`src/rtl/uart_rx_8n1.sv`:
```
// 8N1 UART receiver with 16x oversampling: synchronises Rx, aligns sampling to the
// start edge, samples each bit at mid-period and strobes the byte (or a framing error).
module uart_rx_8n1 #(
    parameter int unsigned CLK_HZ     = 100_000_000,
    parameter int unsigned BAUD       = 9600,
    parameter int unsigned OVERSAMPLE = 16
) (
    input  logic       Clk,
    input  logic       Reset_n,
    input  logic       Rx,
    output logic [7:0] Data,
    output logic       DataValid,
    output logic       FrameError,
    output logic       Busy
);

    localparam int unsigned DIV = CLK_HZ / (BAUD * OVERSAMPLE);
    localparam int unsigned TW  = (DIV > 1) ? $clog2(DIV) : 1;
    localparam int unsigned SW  = $clog2(OVERSAMPLE);

    localparam logic [TW-1:0] TICK_LAST = TW'(DIV - 1);
    localparam logic [SW-1:0] SC_HALF   = SW'(OVERSAMPLE / 2 - 1);
    localparam logic [SW-1:0] SC_LAST   = SW'(OVERSAMPLE - 1);

    typedef enum logic [1:0] {
        IDLE,
        START,
        DATA,
        STOP
    } state_t;

    logic          rx_meta, rx_s, rx_d;
    state_t        state, state_n;
    logic [TW-1:0] tcnt, tcnt_n;
    logic [SW-1:0] sc, sc_n;
    logic [2:0]    idx, idx_n;
    logic [7:0]    shift, shift_n;
    logic [7:0]    data_n;
    logic          done, done_n;
    logic          stop_bit, stop_bit_n;
    logic          valid_n, ferr_n, busy_n;
    logic          tick_c, fall_c;

    // Two-flop synchroniser plus a third flop used only as the edge reference
    always_ff @(posedge Clk or negedge Reset_n) begin
        if (!Reset_n) begin
            rx_meta <= 1'b1;
            rx_s    <= 1'b1;
            rx_d    <= 1'b1;
        end else begin
            rx_meta <= Rx;
            rx_s    <= rx_meta;
            rx_d    <= rx_s;
        end
    end

    assign fall_c = rx_d & ~rx_s;
    assign tick_c = (tcnt == TICK_LAST);

    always_ff @(posedge Clk or negedge Reset_n) begin
        if (!Reset_n) begin
            state      <= IDLE;
            tcnt       <= '0;
            sc         <= '0;
            idx        <= '0;
            shift      <= '0;
            done       <= 1'b0;
            stop_bit   <= 1'b0;
            Data       <= 8'h00;
            DataValid  <= 1'b0;
            FrameError <= 1'b0;
            Busy       <= 1'b0;
        end else begin
            state      <= state_n;
            tcnt       <= tcnt_n;
            sc         <= sc_n;
            idx        <= idx_n;
            shift      <= shift_n;
            done       <= done_n;
            stop_bit   <= stop_bit_n;
            Data       <= data_n;
            DataValid  <= valid_n;
            FrameError <= ferr_n;
            Busy       <= busy_n;
        end
    end

    // Next state; the tick counter free-runs outside IDLE so ticks stay phase-locked to the start edge
    always_comb begin
        state_n    = state;
        tcnt_n     = tick_c ? '0 : tcnt + TW'(1);
        sc_n       = sc;
        idx_n      = idx;
        shift_n    = shift;
        done_n     = 1'b0;
        stop_bit_n = stop_bit;
        data_n     = Data;
        valid_n    = 1'b0;
        ferr_n     = 1'b0;

        case (state)
            IDLE: begin
                tcnt_n = '0;
                sc_n   = '0;
                if (fall_c) begin
                    state_n = START;
                end
            end
            START: begin
                if (tick_c) begin
                    if (sc == SC_HALF) begin
                        sc_n  = '0;
                        idx_n = '0;
                        state_n = rx_s ? IDLE : DATA;
                    end else begin
                        sc_n = sc + SW'(1);
                    end
                end
            end
            DATA: begin
                if (tick_c) begin
                    if (sc == SC_LAST) begin
                        sc_n         = '0;
                        shift_n[idx] = rx_s;
                        if (idx == 3'd7) begin
                            state_n = STOP;
                        end else begin
                            idx_n = idx + 3'd1;
                        end
                    end else begin
                        sc_n = sc + SW'(1);
                    end
                end
            end
            STOP: begin
                // Stop level is captured at mid-bit; outputs and IDLE follow one Clk later
                if (done) begin
                    state_n = IDLE;
                    if (stop_bit) begin
                        data_n  = shift;
                        valid_n = 1'b1;
                    end else begin
                        ferr_n = 1'b1;
                    end
                end else if (tick_c) begin
                    if (sc == SC_LAST) begin
                        sc_n       = '0;
                        done_n     = 1'b1;
                        stop_bit_n = rx_s;
                    end else begin
                        sc_n = sc + SW'(1);
                    end
                end
            end
            default: state_n = IDLE;
        endcase

        busy_n = (state_n != IDLE);
    end

endmodule

```
`config.mk`:
```
export PLATFORM = sky130hd
export DESIGN_NAME = uart_rx_8n1
export DESIGN_NICKNAME = d
export VERILOG_FILES = /design/src/rtl/uart_rx_8n1.sv
export SDC_FILE = /design/constraint.sdc
export NUM_CORES = 1
export LEC_CHECK = 0
export ABC_AREA = 1
export CAP_MARGIN = 30
export CORE_UTILIZATION = 30
export CTS_BUF_LIST = sky130_fd_sc_hd__clkbuf_8
export DETAILED_ROUTE_END_ITERATION = 12
export GPL_ROUTABILITY_DRIVEN = 0
export GPL_TIMING_DRIVEN = 0
export PLACE_DENSITY = 0.47
export RECOVER_POWER = 25
export SYNTH_ARGS = -nofsm -noshare
export SYNTH_HDL_FRONTEND = slang
export SYNTH_SLANG_ARGS = --single-unit
```
`constraint.sdc`:
```
create_clock -name Clk -period 3.5 [get_ports Clk]
set_input_delay 0.875 -clock Clk [delete_from_list [all_inputs] [get_ports Clk]]
set_output_delay 0.875 -clock Clk [all_outputs]
set_load 0.02 [all_outputs]
```
==> results of run 1 <==
## power groups by stage
stage          clock, mW  sequential (mW)  combinational [mW]
2_1_floorplan          0            0.602               0.144
3_3_place_gp           0            0.614               0.182
3_5_place_dp           0            0.614               0.185
4_1_cts            0.466            0.604               0.187
5_1_grt            0.483            0.616               0.217
6_report           0.451            0.604               0.183
## worst paths after layout
kind | startpoint | endpoint | depth (start not counted)
setup / recovery | Data[6]$_DFFE_PN0P_ | Data[6] | 1
hold / removal | rx_meta$_DFF_PN1_ | rx_s$_DFF_PN1_ | 0
setup reg to reg | state[0]$_DFF_PN0_ | Data[6]$_DFFE_PN0P_ | 3
hold reg to reg | rx_meta$_DFF_PN1_ | rx_s$_DFF_PN1_ | 0
max in group asynchronous | Reset_n | rx_d$_DFF_PN1_ | 2
min in group asynchronous | Reset_n | shift[1]$_DFFE_PN0P_ | 1
## cell usage in the layout, fill, tap and decap left out, types with 2 or more instances in the layout
cell type	n
o21ai_0	4
dfstp_2	3
nor3_1	3
mux2_1	8
nor2_4	2
nand2_2	5
nor2_2	4
xor2_1	3
o21ai_2	4
clkdlybuf4s50_1	11
inv_1	25
dfrtp_1	40
ha_1	5
o21ai_1	3
nand2_4	2
nor2_1	32
nand3_1	19
inv_2	4
bufinv_16	2
a21oi_1	4
clkbuf_8	5
nand2_1	53
nand4_1	11
## sequential cells by signal, summed over array words and instances (netlist names)
signal      count
tcnt           10
rx_s            1
shift           8
rx_d            1
done            1
DataValid       1
Busy            1
stop_bit        1
state           2
FrameError      1
idx             3
sc              4
rx_meta         1
Data            8
## logic make-up (layout without fill, tap and decap cells)
group | Yosys count | in the layout | share of synthesized area [%]
and+or+nand+nor | 136 | 136 | 31.2
DFF | 43 | 43 | 49.5
muxes | 8 | 8 | 4.13
buffers and inverters | 32 | 54 | 6.36
xor gates and xnor gates | 3 | 3 | 1.20
AOI/OAI and AO/OA | 17 | 17 | 4.76
adders and majority gates | 5 | 5 | 2.87
## metrics by stage
| step | setup WS, ns | utilization [%] | hold slack [ns] | cells | total power [mW] |
|---|---|---|---|---|---|
| after floorplan | 2.07 | - | 0.345 | 244 | 0.746 |
| after global placement | 0.302 | 35.2 | 0.347 | 353 | 0.795 |
| after detailed placement | 1.69 | 35.5 | 0.349 | 354 | 0.799 |
| after CTS | 1.36 | 37.4 | 0.362 | 362 | 1.26 |
| after global routing | 1.32 | 37.1 | 0.363 | 362 | 1.32 |
| final | 1.38 | 37.1 | 0.361 | 362 | 1.24 |
## final cells by class
class | instances | area [µm²]
plain buffers | 3 | 27.5
clock buffers | 5 | 68.8
clock inverters | 3 | 63.8
fillers | 747 | 4340
inverters | 29 | 111
multi-input cells | 169 | 948
flip-flops and latches | 43 | 1080
well taps | 96 | 120
repair buffers | 14 | 144
## metal layers
layer	track usage [%]	wire, µm
met1	16.1	1980
met2	19.7	1830
met3	2.09	111
met4	6.26	85
met5	0	0
==> results.md, run 1 <==
* Crit path time final at 2.12 ns
* Synth top area share at 45.8%
* Vias/cell at 4.32
* Share of layout cells above drive strength 1 at 14.7%
* Synth Warn # at 0
* Tot GR Track Use at 12.3%
* Async set-or-reset flop fraction in the synthesized netlist at 100%
* CP max-delay cell: clkdlybuf4s50_1
* Design area at 0.00256 mm²
* Clock buffer count from CTS at 5
* Skew final at 0.0110 ns
* H-tree levels at 2
* Final Hold Fails at 0
* Row Count at 30
* Sequential share of power at 48.8%
* Hold Path Class: register to register
* Synthesis-stage register bit count at 43
* Number of global-route vias before repair at 1583
* Clock network fraction of design power at 36.4%
* Critical path endpoint category: primary output
* DR iter-0 viols at 54
* Req. time, crit path at 2.62 ns
* P_leak at 1.27 nW
* Die area at 0.00762 mm²
* CP Cell Sequence: clkdlybuf4s50_1
* Antenna diodes at 0
* Number of routed nets with antenna violations at 0
* Post-cts resize count at 0
* Crit-path max cell delay at 0.61 ns
* Crit share post-route at 60.7%
* CTS tree: yes
* Status: complete, no violations
* Post-CTS setup buffers at 0
* Core area at 0.00691 mm²
* Clk sink count at 43
* Root buf cell: clkbuf_8
* Antenna violations before repair at 0
* R2R setup slack at 1.77 ns
* Sw frac at 27.5%
* Setup TNS at 0 ns
* Average size of a mapped cell at 8.95 µm²
* Max Transition Viols Final at 0
* Sw power at 0.341 mW
* MaxCap Viol Count at 0
* IO Port Bufs at 13
* Power Dens Cells at 482 mW/mm²
* DPL Wire Length at 3060 µm
* Die X at 87.3 µm
* Ys flop type: dfrtp_1
* Largest net degree at the start of global routing at 28
* DRC at 0
* RSZ-0062 raised after global routing: false
* CP startpoint kind: register
* Area delta synth->final at 17.4%
* Sequential element share of the synthesized area at 49.5%
* Worst-Margin Slew at 1.00 ns
* Gr ovfl total at 0
* Bufs and invs on worst path at 1
* # hold bufs at CTS at 0
* Via count at 1563
* Commonest cells post-synth: nand2_1 (53), dfrtp_1 (40), nor2_1 (31), inv_1 (24), nand3_1 (19)
* Count leader, synth: nand2_1
* Synthesized area at 0.00218 mm²
* Worst-Skew Late Latency at 0.30 ns
* Die height at 87.3 µm
* First-pass GRT wire length at 7130 µm
* DP Area at 0.00245 mm²
* Post-synthesis instance total at 244
* Power Internal at 0.896 mW
* Clock transition at path regs at 0.09 ns
* Routed WL per cell at 11.1 µm
* CP delay by family, top: buffers and inverters
* Comb pwr share at 14.8%
* Final WL at 4000 µm
* Relative slew slack at 33.1%
* Initial Util at 31.6%
* Final setup fails at 0
* Bufs on Longest Clock Path at 2
* CP arrival at 1.25 ns
* Largest fanout on the critical path at 2
* Top cell type by total area after synthesis: dfrtp_1
* Worst VDD drop at 0.184 mV
* Detailed Routing Iterations Pass 1 at 4
* Synth unique cells at 31
* EDFF count, synth at 0
* Synth top area cells: dfrtp_1 (46%), nand2_1 (9.1%), nor2_1 (5.3%)
* Fmax at 0.471 GHz
* Syn_nets at 252
* Ports at 14
* Nets at 273
* Worst setup path category: register to primary output
(Power assumes the default switching activity.)
==> inputs of run 2 (changes only) <==
==> constraint.sdc (replaced) <==
create_clock -name Clk -period 2.05 [get_ports Clk]
set_input_delay 0.5125 -clock Clk [delete_from_list [all_inputs] [get_ports Clk]]
set_output_delay 0.5125 -clock Clk [all_outputs]
set_load 0.02 [all_outputs]
==> run 2 against run 1 <==
  * First-iteration DRC count stayed put
  * Routed wire length is 0.35% lower
  * Non-clock buffer count stayed put
  * Clock-buffer cell count stayed put
  * Clock skew hardly changed
  * Critical path type unchanged
  * Utilization hardly changed
  * Hold slack worse by 0.035 ns
  * Final cell count stayed put
==> results.md, run 2 (synthesis gave the netlist of run 1 again) <==
* Worst VDD drop at 0.314 mV
* First-pass GRT wire length at 7130 µm
* Number of global-route vias before repair at 1583
* Dpl ws at 0.464 ns
* Final Hold Fails at 0
* RSZ-0062 raised after global routing: false
* Row Count at 30
* Nets at 273
* DR iter-0 viols at 54
* Power Dens Cells at 822 mW/mm²
* CP startpoint kind: register
* # hold bufs at CTS at 0
* Die X at 87.3 µm
* Top reg by flops: tcnt
* CP delay by family, top: buffers and inverters
* Gr ovfl total at 0
* Initial Util at 31.6%
* DPL Wire Length at 3060 µm
* Fillcell total at 745
* Final WL at 3990 µm
* Most frequent cells in the layout: nand2_1 (53), dfrtp_1 (40), nor2_1 (31)
* Crit path time final at 1.76 ns
* Post-CTS setup buffers at 0
* Root buf cell: clkbuf_8
* Worst-Margin Slew at 0.925 ns
* Clk sink count at 43
* Req. time, crit path at 1.54 ns
* Tot GR Track Use at 12.3%
* Clock transition at path regs at 0.09 ns
* Fmax at 0.568 GHz
* Status: complete, no violations
* CP max-delay cell: clkdlybuf4s50_1
* Setup TNS at 0 ns
* IO Port Bufs at 13
* Antenna diodes at 0
* Final setup fails at 0
* Worst-Skew Late Latency at 0.30 ns
* Number of routed nets with antenna violations at 0
* Relative slew slack at 38.4%
* Crit-path max cell delay at 0.61 ns
* Post-cts resize count at 0
* Crit share post-route at 85.9%
* MaxCap Viol Count at 0
* End-of-flow core utilization at 37.1%
* Die height at 87.3 µm
* CP arrival at 1.25 ns
* Routed WL per cell at 11.0 µm
* Largest fanout on the critical path at 2
* Largest net degree at the start of global routing at 28
* Critical path endpoint category: primary output
* Via count at 1567
* CTS tree: yes
* Clock buffer count from CTS at 5
* Skew final at 0.0110 ns
* Die area at 0.00762 mm²
* Commonest non-fill, non-tap cell in the layout: nand2_1
* Bufs on Longest Clock Path at 2
* Detailed Routing Iterations Pass 1 at 4
* Max FFs per register at 10
* Vias/cell at 4.33
* CP Cell Sequence: clkdlybuf4s50_1
* Reg2Reg Depth at 10
* Top Registers: tcnt x10, Data x8, shift x8
* Setup WS post-layout at 0.289 ns
* Worst setup path category: register to primary output
* Bufs and invs on worst path at 1
* Antenna violations before repair at 0
* DRC at 0
* P_leak at 1.29 nW
* Crit path depth at 1
* Hold Path Class: input port to asynchronous set/reset pin
* Share of layout cells above drive strength 1 at 15.0%
* Core area at 0.00691 mm²
* Area delta synth->final at 17.5%
* Max Transition Viols Final at 0
* Ports at 14
* H-tree levels at 2
* Footprint of the multi-input gates at 965 µm²
* Register area at 0.00108 mm²
run 2: cell type report:
cell class / instances / share of cell area [%]
Sequential cell: 43 / 42.1
Multi-Input combinational cell: 169 / 37.6
Timing Repair Buffer: 14 / 5.02
Tap cell: 96 / 4.68
Inverter: 29 / 4.34
Clock buffer: 5 / 2.68
Clock inverter: 3 / 2.49
Buffer: 3 / 1.07
run 2: worst register-to-register path: stages (launching register included):
cell and delay (ns):
dfrtp_1 0.41, inv_1 0.07, ha_1 0.19, inv_1 0.06, nor2_2 0.14, nand4_4 0.12
nor2_8 0.16, buf_8 0.14, nand3_1 0.07, nand2_1 0.06, nand2_1 0.05
run 2: power by group:
part | internal [mW] | total (mW) | switching, mW
combinational | 0.111 | 0.308 | 0.197
sequential | 0.934 | 1.03 | 0.0962
clock | 0.482 | 0.770 | 0.288
total | 1.53 | 2.11 | 0.581
run 2: routing by layer:
metal  track usage, %  wire, µm  vias up
met5                0         0        -
met4             6.26        85        0
met3             2.09       109        5
met2             19.7      1830       17
met1             16.1      1970      718
li1                 -         -      827
run 2: worst paths after layout:
path | startpoint | to | slack, ns
setup / recovery | Data[6]$_DFFE_PN0P_ | Data[6] | 0.29
hold / removal | Reset_n | shift[1]$_DFFE_PN0P_ | 0.33
setup reg to reg | tcnt[0]$_DFF_PN0_ | shift[0]$_DFFE_PN0P_ | 0.48
hold reg to reg | rx_meta$_DFF_PN1_ | rx_s$_DFF_PN1_ | 0.36
max in group asynchronous | Reset_n | tcnt[6]$_DFF_PN0_ | 0.54
min in group Clk | rx_meta$_DFF_PN1_ | rx_s$_DFF_PN1_ | 0.36
run 2: metrics by stage:
step,std cells,total power [mW],instance area [µm²],hold WS [ns]
floorplan,244,1.27,2180,0.217
global placement,353,1.36,2430,0.347
detailed placement,354,1.36,2450,0.349
CTS,362,2.15,2580,0.153
global route,362,2.24,2560,0.363
finish,362,2.11,2560,0.326
==> inputs of run 3 (changes only) <==
--- a/config.mk
+++ b/config.mk
@@ -10,9 +10,9 @@
 export CORE_UTILIZATION = 30
 export CTS_BUF_LIST = sky130_fd_sc_hd__clkbuf_8
 export DETAILED_ROUTE_END_ITERATION = 12
+export DONT_BUFFER_PORTS = 1
 export GPL_ROUTABILITY_DRIVEN = 0
 export GPL_TIMING_DRIVEN = 0
-export PLACE_DENSITY = 0.47
 export RECOVER_POWER = 25
 export SYNTH_ARGS = -nofsm -noshare
 export SYNTH_HDL_FRONTEND = slang
==> run 3 against run 2 <==
  * Clock-buffer cell count unchanged
  * Register-to-register slack gained 0.02 ns
  * Critical path depth up 9
  * Global-route usage fell by 0.92 points
  * Sequential power is essentially flat
  * Maximum frequency rose by 13%
  * Sequential share of layout area increased by 3.1 points
  * Clock power shrank 33%
  * Hold slack got worse by 0.27 ns
  * Sequential cell count did not move
  * Die area unchanged
  * Via count decreased by 1.5%
  * Critical endpoint is now shift[0]$_DFFE_PN0P_
  * Largest cell class unchanged
  * Largest power group unchanged
==> results.md, run 3 (synthesis gave the netlist of run 1 again) <==
* P_leak at 1.23 nW
* Routed WL per cell at 11.0 µm
* Initial Util at 31.6%
* Clock buffer count from CTS at 5
* Root buf cell: clkbuf_8
* CP arrival at 1.74 ns
* Most frequent cells in the layout: nand2_1 (53), dfrtp_1 (40), nor2_1 (31)
* Req. time, crit path at 2.24 ns
* R2r endpoint: shift[0]$_DFFE_PN0P_
* Max FFs per register at 10
* Worst VDD drop at 0.237 mV
* R2R setup slack at 0.50 ns
* Commonest non-fill, non-tap cell in the layout: nand2_1
* Number of global-route vias before repair at 1507
* Sw power at 0.578 mW
* Final setup fails at 0
* Via count at 1544
* MaxCap Viol Count at 0
* Clock network fraction of design power at 27.9%
* CP startpoint kind: register
* Setup TNS at 0 ns
* Vias/cell at 4.42
* Tot GR Track Use at 11.4%
* Bufs on Longest Clock Path at 2
* Ports at 14
* Die height at 87.3 µm
* Clk sink count at 43
* DRC at 0
* Post-cts resize count at 0
* Top reg by flops: tcnt
* Relative slew slack at 33.9%
* Antenna diodes at 0
* Largest net degree at the start of global routing at 41
* Critical path endpoint category: register
* First-pass GRT wire length at 6780 µm
* Row Count at 30
* Skew final at 0.00334 ns
* Dpl ws at 0.504 ns
* Reg2Reg Depth at 10
* Share of layout cells above drive strength 1 at 15.4%
* Top Registers: tcnt x10, Data x8, shift x8
* Fmax at 0.644 GHz
* Gr ovfl total at 0
* CP endpoint: shift[0]$_DFFE_PN0P_
* Final WL at 3850 µm
* Status: complete, no violations
* Worst setup path category: register to register
* Comb pwr share at 16.4%
* H-tree levels at 2
* Worst-Skew Late Latency at 0.30 ns
* Setup WS post-layout at 0.498 ns
* Worst-Margin Slew at 0.992 ns
* Antenna violations before repair at 0
* Number of routed nets with antenna violations at 0
* Area delta synth->final at 9.46%
* CTS tree: yes
* Critical Path Start: tcnt[0]$_DFF_PN0_
* Crit share post-route at 75.7%
* Crit path time final at 1.55 ns
* Nets at 260
* Sw frac at 31.3%
* Max Transition Viols Final at 0
* FF-to-FF Start: tcnt[0]$_DFF_PN0_
* Largest fanout on the critical path at 10
* Core area at 0.00691 mm²
* Hold Path Class: input port to asynchronous set/reset pin
* DPL Wire Length at 2790 µm
* Die area at 0.00762 mm²
* Power Dens Cells at 774 mW/mm²
* Sequential share of power at 55.8%
* Final Hold Fails at 0
* Die X at 87.3 µm
* RSZ-0062 raised after global routing: false
* Detailed Routing Iterations Pass 1 at 4
* Power Internal at 1.27 mW
* Fillcell total at 737
* DR iter-0 viols at 49
* IO Port Bufs at 0
* Clock transition at path regs at 0.08 ns
## run 3: stage by stage
stage               total power [mW]  std cells  hold slack [ns]  utilization (%)  area [µm²]
global route                    1.98        349           0.0254             34.6        2390
floorplan                       1.27        244            0.217                -        2180
finish                          1.85        349           0.0517             34.6        2390
detailed placement              1.34        340            0.218             33.4        2300
CTS                             1.89        349           0.0355             34.8        2400
global placement                1.33        340            0.218             33.4        2300
## run 3: worst min-delay path by stage
stage	from	endpoint	slack, ns	cells past startpoint
detailed placement	Reset_n	Data[5]$_DFFE_PN0P_	0.22	0
global route	Reset_n	rx_meta$_DFF_PN1_	0.03	0
floorplan	Reset_n	Busy$_DFF_PN0_	0.22	0
global placement	Reset_n	DataValid$_DFF_PN0_	0.22	0
finish	Reset_n	rx_meta$_DFF_PN1_	0.05	0
CTS	Reset_n	rx_meta$_DFF_PN1_	0.04	0
## run 3: worst max-delay path, stage by stage (launching register included)
cell     delay, ns
dfrtp_1       0.42
inv_1         0.07
ha_1          0.19
inv_1         0.06
nor2_2        0.14
nand4_4       0.12
nor2_8        0.15
buf_8         0.14
nand3_1       0.06
nand2_1       0.06
nand2_1       0.05
## run 3: routing by layer
layer	vias to the layer above	global-route usage (%)	wire length [µm]
li1	799	-	-
met1	710	15.0	1910
met2	29	17.5	1700
met3	6	3.13	174
met4	0	4.92	65
met5	-	0	0
## run 3: power groups by stage
stage | Combinational, mW | Sequential, mW | Clock, mW
2_1_floorplan | 0.245 | 1.03 | 0
5_1_grt | 0.357 | 1.05 | 0.582
3_5_place_dp | 0.290 | 1.05 | 0
4_1_cts | 0.311 | 1.03 | 0.544
3_3_place_gp | 0.282 | 1.05 | 0
6_report | 0.303 | 1.03 | 0.515
## run 3: final cells by class
type	instances	area (µm²)	area share, %
Inverter	29	111	4.66
Multi-Input combinational cell	169	965	40.4
Clock inverter	3	12.5	0.524
Buffer	3	27.5	1.15
Sequential cell	43	1080	45.2
Timing Repair Buffer	1	5.00	0.209
Tap cell	96	120	5.03
Clock buffer	5	68.8	2.88
## run 3: timing repair
action,CTS,global route
hold endpoints to repair,40,0
hold buffers,1,0
buffers inserted,0,0
